===== src/rtl/mandel_frame_ctrl.sv =====
// Frame-level controller for the Mandelbrot pixel core.
// Keeps a software-written shadow parameter set and transfers it to the core
// only at frame boundaries, sequences start/stop of generation without ever
// truncating a frame, optionally auto-pans the offsets once per frame, and
// reports frame completion, frame count and status.
module mandel_frame_ctrl #(
    parameter int ITER_W   = 9,
    parameter int ZOOM_W   = 3,
    parameter int OFF_W    = 25,
    parameter int DEF_ITER = 100,
    parameter int MAX_ZOOM = 7,
    parameter int CNT_W    = 16
) (
    input  logic                     aclk,
    input  logic                     aresetn,
    input  logic                     ctrl_start,
    input  logic                     ctrl_stop,
    input  logic                     cfg_commit,
    input  logic [ITER_W-1:0]        cfg_iter,
    input  logic [ZOOM_W-1:0]        cfg_zoom,
    input  logic signed [OFF_W-1:0]  cfg_x_off,
    input  logic signed [OFF_W-1:0]  cfg_y_off,
    input  logic                     cfg_auto_en,
    input  logic signed [OFF_W-1:0]  cfg_x_step,
    input  logic signed [OFF_W-1:0]  cfg_y_step,
    input  logic                     pix_valid,
    input  logic                     pix_ready,
    input  logic                     pix_last_x,
    input  logic                     pix_last_y,
    output logic                     gen_enable,
    output logic [ITER_W-1:0]        iterations_max,
    output logic [ZOOM_W-1:0]        zoom,
    output logic signed [OFF_W-1:0]  x_offset,
    output logic signed [OFF_W-1:0]  y_offset,
    output logic                     frame_done,
    output logic [CNT_W-1:0]         frame_cnt,
    output logic                     cfg_pending,
    output logic                     busy
);

    typedef enum logic [1:0] {
        ST_IDLE     = 2'd0,
        ST_RUN      = 2'd1,
        ST_STOPPING = 2'd2
    } state_t;

    localparam logic signed [OFF_W-1:0] OFF_MAX = {1'b0, {(OFF_W-1){1'b1}}};
    localparam logic signed [OFF_W-1:0] OFF_MIN = {1'b1, {(OFF_W-1){1'b0}}};
    localparam logic [ITER_W-1:0]       ITER_RST = ITER_W'(DEF_ITER);

    // Zero iterations would make the core emit nothing useful; force at least one.
    function automatic logic [ITER_W-1:0] sanitize_iter(input logic [ITER_W-1:0] v);
        return (v == '0) ? ITER_W'(1) : v;
    endfunction

    // The core only supports zoom levels up to MAX_ZOOM.
    function automatic logic [ZOOM_W-1:0] clamp_zoom(input logic [ZOOM_W-1:0] v);
        return (int'(v) > MAX_ZOOM) ? ZOOM_W'(MAX_ZOOM) : v;
    endfunction

    // Signed add that pins at the representable extremes instead of wrapping,
    // so a long auto-pan parks at the edge of the plane.
    function automatic logic signed [OFF_W-1:0] sat_add(input logic signed [OFF_W-1:0] a,
                                                       input logic signed [OFF_W-1:0] b);
        logic signed [OFF_W:0] sum;
        sum = {a[OFF_W-1], a} + {b[OFF_W-1], b};
        if (sum[OFF_W] != sum[OFF_W-1]) begin
            return sum[OFF_W] ? OFF_MIN : OFF_MAX;
        end
        return sum[OFF_W-1:0];
    endfunction

    state_t state;
    state_t state_nxt;

    logic                    fend;
    logic [ITER_W-1:0]       cm_iter;
    logic [ZOOM_W-1:0]       cm_zoom;

    logic [ITER_W-1:0]       sh_iter;
    logic [ZOOM_W-1:0]       sh_zoom;
    logic signed [OFF_W-1:0] sh_x_off;
    logic signed [OFF_W-1:0] sh_y_off;
    logic                    sh_auto_en;
    logic signed [OFF_W-1:0] sh_x_step;
    logic signed [OFF_W-1:0] sh_y_step;

    // A frame ends only when the last pixel of the last line is actually accepted.
    assign fend    = pix_valid & pix_ready & pix_last_x & pix_last_y;
    assign cm_iter = sanitize_iter(cfg_iter);
    assign cm_zoom = clamp_zoom(cfg_zoom);
    assign busy    = (state != ST_IDLE);

    // Run/stop sequencing; a stop request only takes effect at a frame end.
    always_comb begin
        state_nxt = state;
        case (state)
            ST_IDLE: begin
                if (ctrl_start) state_nxt = ST_RUN;
            end
            ST_RUN: begin
                if (ctrl_stop) state_nxt = ST_STOPPING;
            end
            ST_STOPPING: begin
                if (fend)            state_nxt = ST_IDLE;
                else if (ctrl_start) state_nxt = ST_RUN;
            end
            default: state_nxt = ST_IDLE;
        endcase
    end

    // State register and the registered core enable that follows it.
    always_ff @(posedge aclk or negedge aresetn) begin
        if (!aresetn) begin
            state      <= ST_IDLE;
            gen_enable <= 1'b0;
        end else begin
            state      <= state_nxt;
            gen_enable <= (state_nxt != ST_IDLE);
        end
    end

    // Shadow capture and frame-boundary transfer to the active parameter set.
    // The commit branch comes last so that, when a commit coincides with a
    // frame end, the old shadow is applied and the new one is left pending.
    always_ff @(posedge aclk or negedge aresetn) begin
        if (!aresetn) begin
            sh_iter        <= ITER_RST;
            sh_zoom        <= '0;
            sh_x_off       <= '0;
            sh_y_off       <= '0;
            sh_auto_en     <= 1'b0;
            sh_x_step      <= '0;
            sh_y_step      <= '0;
            iterations_max <= ITER_RST;
            zoom           <= '0;
            x_offset       <= '0;
            y_offset       <= '0;
            cfg_pending    <= 1'b0;
        end else begin
            if (fend) begin
                if (cfg_pending) begin
                    iterations_max <= sh_iter;
                    zoom           <= sh_zoom;
                    x_offset       <= sh_x_off;
                    y_offset       <= sh_y_off;
                    cfg_pending    <= 1'b0;
                end else if (sh_auto_en) begin
                    x_offset <= sat_add(x_offset, sh_x_step);
                    y_offset <= sat_add(y_offset, sh_y_step);
                end
            end
            if (cfg_commit) begin
                sh_iter    <= cm_iter;
                sh_zoom    <= cm_zoom;
                sh_x_off   <= cfg_x_off;
                sh_y_off   <= cfg_y_off;
                sh_auto_en <= cfg_auto_en;
                sh_x_step  <= cfg_x_step;
                sh_y_step  <= cfg_y_step;
                if (state == ST_IDLE) begin
                    // Nothing is being generated, so the new set can go live at once.
                    iterations_max <= cm_iter;
                    zoom           <= cm_zoom;
                    x_offset       <= cfg_x_off;
                    y_offset       <= cfg_y_off;
                    cfg_pending    <= 1'b0;
                end else begin
                    cfg_pending    <= 1'b1;
                end
            end
        end
    end

    // Frame-end pulse and wrapping completed-frame counter.
    always_ff @(posedge aclk or negedge aresetn) begin
        if (!aresetn) begin
            frame_done <= 1'b0;
            frame_cnt  <= '0;
        end else begin
            frame_done <= fend;
            if (fend) frame_cnt <= frame_cnt + 1'b1;
        end
    end

endmodule


===== config.mk =====
export PLATFORM = sky130hd
export DESIGN_NAME = mandel_frame_ctrl
export DESIGN_NICKNAME = d
export VERILOG_FILES = /design/src/rtl/mandel_frame_ctrl.sv
export SDC_FILE = /design/constraint.sdc
export NUM_CORES = 1
export LEC_CHECK = 0
export ABC_CLOCK_PERIOD_IN_PS = 3300
export CAP_MARGIN = 10
export CORE_AREA = 2 2 119 236
export CTS_CLUSTER_DIAMETER = 40
export DETAILED_ROUTE_END_ITERATION = 10
export DIE_AREA = 0 0 121 238
export GPL_TIMING_DRIVEN = 0
export PLACE_DENSITY = 0.74
export SLEW_MARGIN = 20
export SYNTH_ARGS = -nofsm -noshare
export SYNTH_HDL_FRONTEND = slang
export SYNTH_SLANG_ARGS = --single-unit

===== constraint.sdc =====
create_clock -name aclk -period 3.3 [get_ports aclk]
set_input_delay 0.33 -clock aclk [delete_from_list [all_inputs] [get_ports aclk]]
set_output_delay 0.33 -clock aclk [all_outputs]
set_load 0.01 [all_outputs]

==> results.md <==
- Net count after synthesis: 1442
- Post-Synth Simple-Gate Area: 0.142
- Rel. slew slack: 0.401
- Max clock buf depth: 2
- Die W: 121 µm
- Power Density: 779 nW/µm²
- Die Y: 238 µm
- # clock sinks: 196
- MaxCap Viol Count: 0
- IR Drop Worst-Case VDD: 0.388 mV
- YS warnings: 0
- Unique masters post-synth: 76
- Crit path arrival time: 3.51 ns
- Final GP Congestion: 0.949
- Tcrit/Tclk final: 0.960
- Final setup vio count: 0
- Main combinational cell family by area after synthesis: compound AO/OA/AOI/OAI gates
- CTS tree: done
- Inserted Clock Buffers: 17
- Worst-margin pin slew: 0.898 ns
- ANT nets after route: 0
- Worst setup EP type: flop
- Starting Density: 0.445
- Hold WS: 0.330 ns
- WS Path Type: reg2reg
- GRT Resource Usage Total: 0.288
- Status: finished clean
- Leak: 6.26 nW
- Slew Limit Fails: 0
- Ys flop type: dfrtp_1
- DRT iter0 DRCs: 816
- Cell type with the largest total area after synthesis: dfrtp_1
- Vias per inst: 6.03
- WL per Instance: 22.2 µm
- Row count: 85
- Final nets: 1682
- Number of enable flip-flop cells after synthesis: 0
- Htree depth: 4
- Area Overhead vs Synth: 28.4%
- Area of the die: 28800 µm²
- Fmax: 316 MHz
- Area contributors post-synth: dfrtp_1 40%, mux2_2 10%, a21oi_1 6.1%
- Synth top area share: 0.397
- First-pass GRT wire length: 62700 µm
- CP required: 3.64 ns
- Post-synthesis register bit count: 196
- Drt pass-1 iters: 5
- Largest net degree at the start of global routing: 94
- Tmin final: 3.17 ns
- HP Class: in2async
- Clock latency on the worst-skew pair: 0.47 ns
- CP bufs+invs: 2
- Dpl ws: -0.530 ns
- Clock Pin Slew Worst Setup and Hold Paths: 0.07 ns
- I/O pins: 204
- Ys async rst share: 1.00
- Pwr Total: 12.0 mW
- Synth Area in Compound Gates: 0.213
- Core area: 26900 µm²
- Avg Cell Area, Syn: 9.45 µm²
- Overflow after GRT: 0
- Syn Inst Count: 1267
- Slowest CP cell: dfrtp_1
- Proportion of layout cells with a drive suffix above 1: 0.148
- WL final: 41400 µm
- Crit path max-delay family: compound AO/OA/AOI/OAI gates
- Slowest Stage Delay on Critical Path: 0.48 ns
- Fin Clk Skew: 0.0165 ns
- Port bufs: 203
- Startpoint types: flop
- Cell Area, Synth: 12000 µm²
- Final hold violation count: 0
- Fin Setup TNS: 0 ns
- Post-route setup slack: 0.133 ns
- Synth Area in XOR/XNOR: 0.0329
- Via Count: 11300
- Dpl hpwl: 32100 µm
- Post-route DRC: 0
- Cell chosen for the clock root: clkbuf_16
- Post-Synth Adder-Cell Area: 0.0566
- Critical path, cell by cell: ha_1 -> a211o_1 -> o311ai_4 -> a211oi_1 -> or3_4 -> o31a_1 -> buf_6 -> buf_6 -> a211oi_1 -> o21ai_1
- Initial antenna violation count: 2
- Fin util: 0.572
- Vias in the first global route: 11400
- Worst-path fanout max: 10
- Seq/Total Area, Yosys: 0.410
- Mux cell area share after synthesis: 0.113
[worst register-to-register path, delay by kind of cell (launching register included)]
kind / cells / cell delay, ns
adders and majority gates: 1 / 0.31
and+or+nand+nor: 1 / 0.44
buffers and inverters: 2 / 0.32
DFF: 1 / 0.48
AOI/OAI and AO/OA: 6 / 1.50
[layout make-up]
class / count / area (µm²)
Buffer: 70 / 299
Antenna cell: 2 / 5.00
Clock buffer: 20 / 447
Timing Repair Buffer: 223 / 2250
Inverter: 22 / 82.6
Clock inverter: 12 / 128
Fill cell: 2397 / 11500
Tap cell: 348 / 435
Multi-Input combinational cell: 977 / 6820
Sequential cell: 196 / 4910
[cells in the final DEF, fill, tap and decap left out, drive strengths merged, types with 5 or more instances in the layout]
| cell | netlist | layout |
|---|---|---|
| ha | 51 | 51 |
| o211ai | 24 | 24 |
| nor3 | 20 | 20 |
| o21bai | 10 | 10 |
| nor2 | 58 | 58 |
| nand2b | 13 | 13 |
| a221oi | 6 | 6 |
| a21o | 10 | 10 |
| clkinv | 0 | 5 |
| nand3 | 74 | 74 |
| or3 | 20 | 20 |
| buf | 12 | 31 |
| and3 | 10 | 10 |
| o221ai | 7 | 7 |
| nand2 | 113 | 113 |
| clkdlybuf4s50 | 0 | 202 |
| a31oi | 10 | 10 |
| xnor2 | 28 | 28 |
| nor4 | 7 | 7 |
| nand4 | 10 | 10 |
| a21oi | 147 | 147 |
| dfstp | 6 | 6 |
| xor2 | 17 | 17 |
| mux2i | 12 | 12 |
| o21a | 11 | 11 |
| inv | 22 | 26 |
| dfrtp | 190 | 190 |
| o31ai | 9 | 9 |
| clkbuf | 60 | 79 |
| nor2b | 8 | 8 |
| a211oi | 22 | 22 |
| o21ai | 111 | 111 |
| mux2 | 110 | 110 |
[per-layer routing]
metal	part of all wire	vias to the layer above	wire length (µm)	global-route usage
met2	0.54	470	22500	0.540
met5	0	-	0	0
met4	0.073	0	3040	0.192
li1	-	5142	-	-
met1	0.34	5513	14000	0.281
met3	0.046	150	1910	0.0464
[cell usage after synthesis (all sizes together), types with 11 or more instances]
cell / n
dfrtp: 190
a21oi: 147
nand2: 113
o21ai: 111
mux2: 110
nand3: 74
clkbuf: 60
nor2: 58
ha: 51
xnor2: 28
o211ai: 24
a211oi: 22
inv: 22
nor3: 20
or3: 20
xor2: 17
nand2b: 13
buf: 12
mux2i: 12
o21a: 11
[power breakdown]
| part | switching (mW) | internal, mW | leakage (nW) |
|---|---|---|---|
| Sequential | 0.574 | 2.91 | 2.36 |
| Combinational | 3.55 | 2.82 | 3.61 |
| Clock | 0.986 | 1.14 | 0.285 |
[kinds of logic after synthesis]
family | Yosys count
and+or+nand+nor | 353
DFF | 196
xor gates and xnor gates | 45
buffers and inverters | 94
muxes | 122
AOI/OAI and AO/OA | 404
adders and majority gates | 53
[repair_timing]
action,4_1_cts,5_1_grt
hold buffers,1,0
setup endpoints to repair,37,44
buffers inserted,5,12
hold endpoints to repair,33,0
pin swaps,4,11
resized for setup,11,23
[worst paths after layout]
check	start	to	depth (start not counted)	slack, ns
worst max register to register	x_offset[4]	x_offset[21]	10	0.13
min in group aclk	cfg_zoom[2]	zoom[2]	3	0.45
worst max-delay path	x_offset[4]	x_offset[21]	10	0.13
worst min-delay path	aresetn	sh_x_step[5]	2	0.33
worst min register to register	frame_cnt[15]	frame_cnt[15]	1	0.48
max in group asynchronous	aresetn	sh_iter[2]	4	1.78
[sequential cells by signal (all words and copies together), names as in the netlist]
signal          flops
gen_enable          1
zoom                3
sh_x_step          25
sh_auto_en          1
frame_cnt          16
cfg_pending         1
sh_y_step          25
iterations_max      9
frame_done          1
y_offset           25
sh_y_off           25
sh_x_off           25
sh_zoom             3
x_offset           25
state               2
sh_iter             9
[stage by stage]
| step | cells | instance area (µm²) |
|---|---|---|
| 6_report | 1870 | 15400 |
| 5_1_grt | 1870 | 15400 |
| 4_1_cts | 1858 | 15200 |
| 3_5_place_dp | 1820 | 14500 |
| 3_3_place_gp | 1818 | 14400 |
| 2_1_floorplan | 1267 | 12000 |
(Power assumes the default switching activity.)
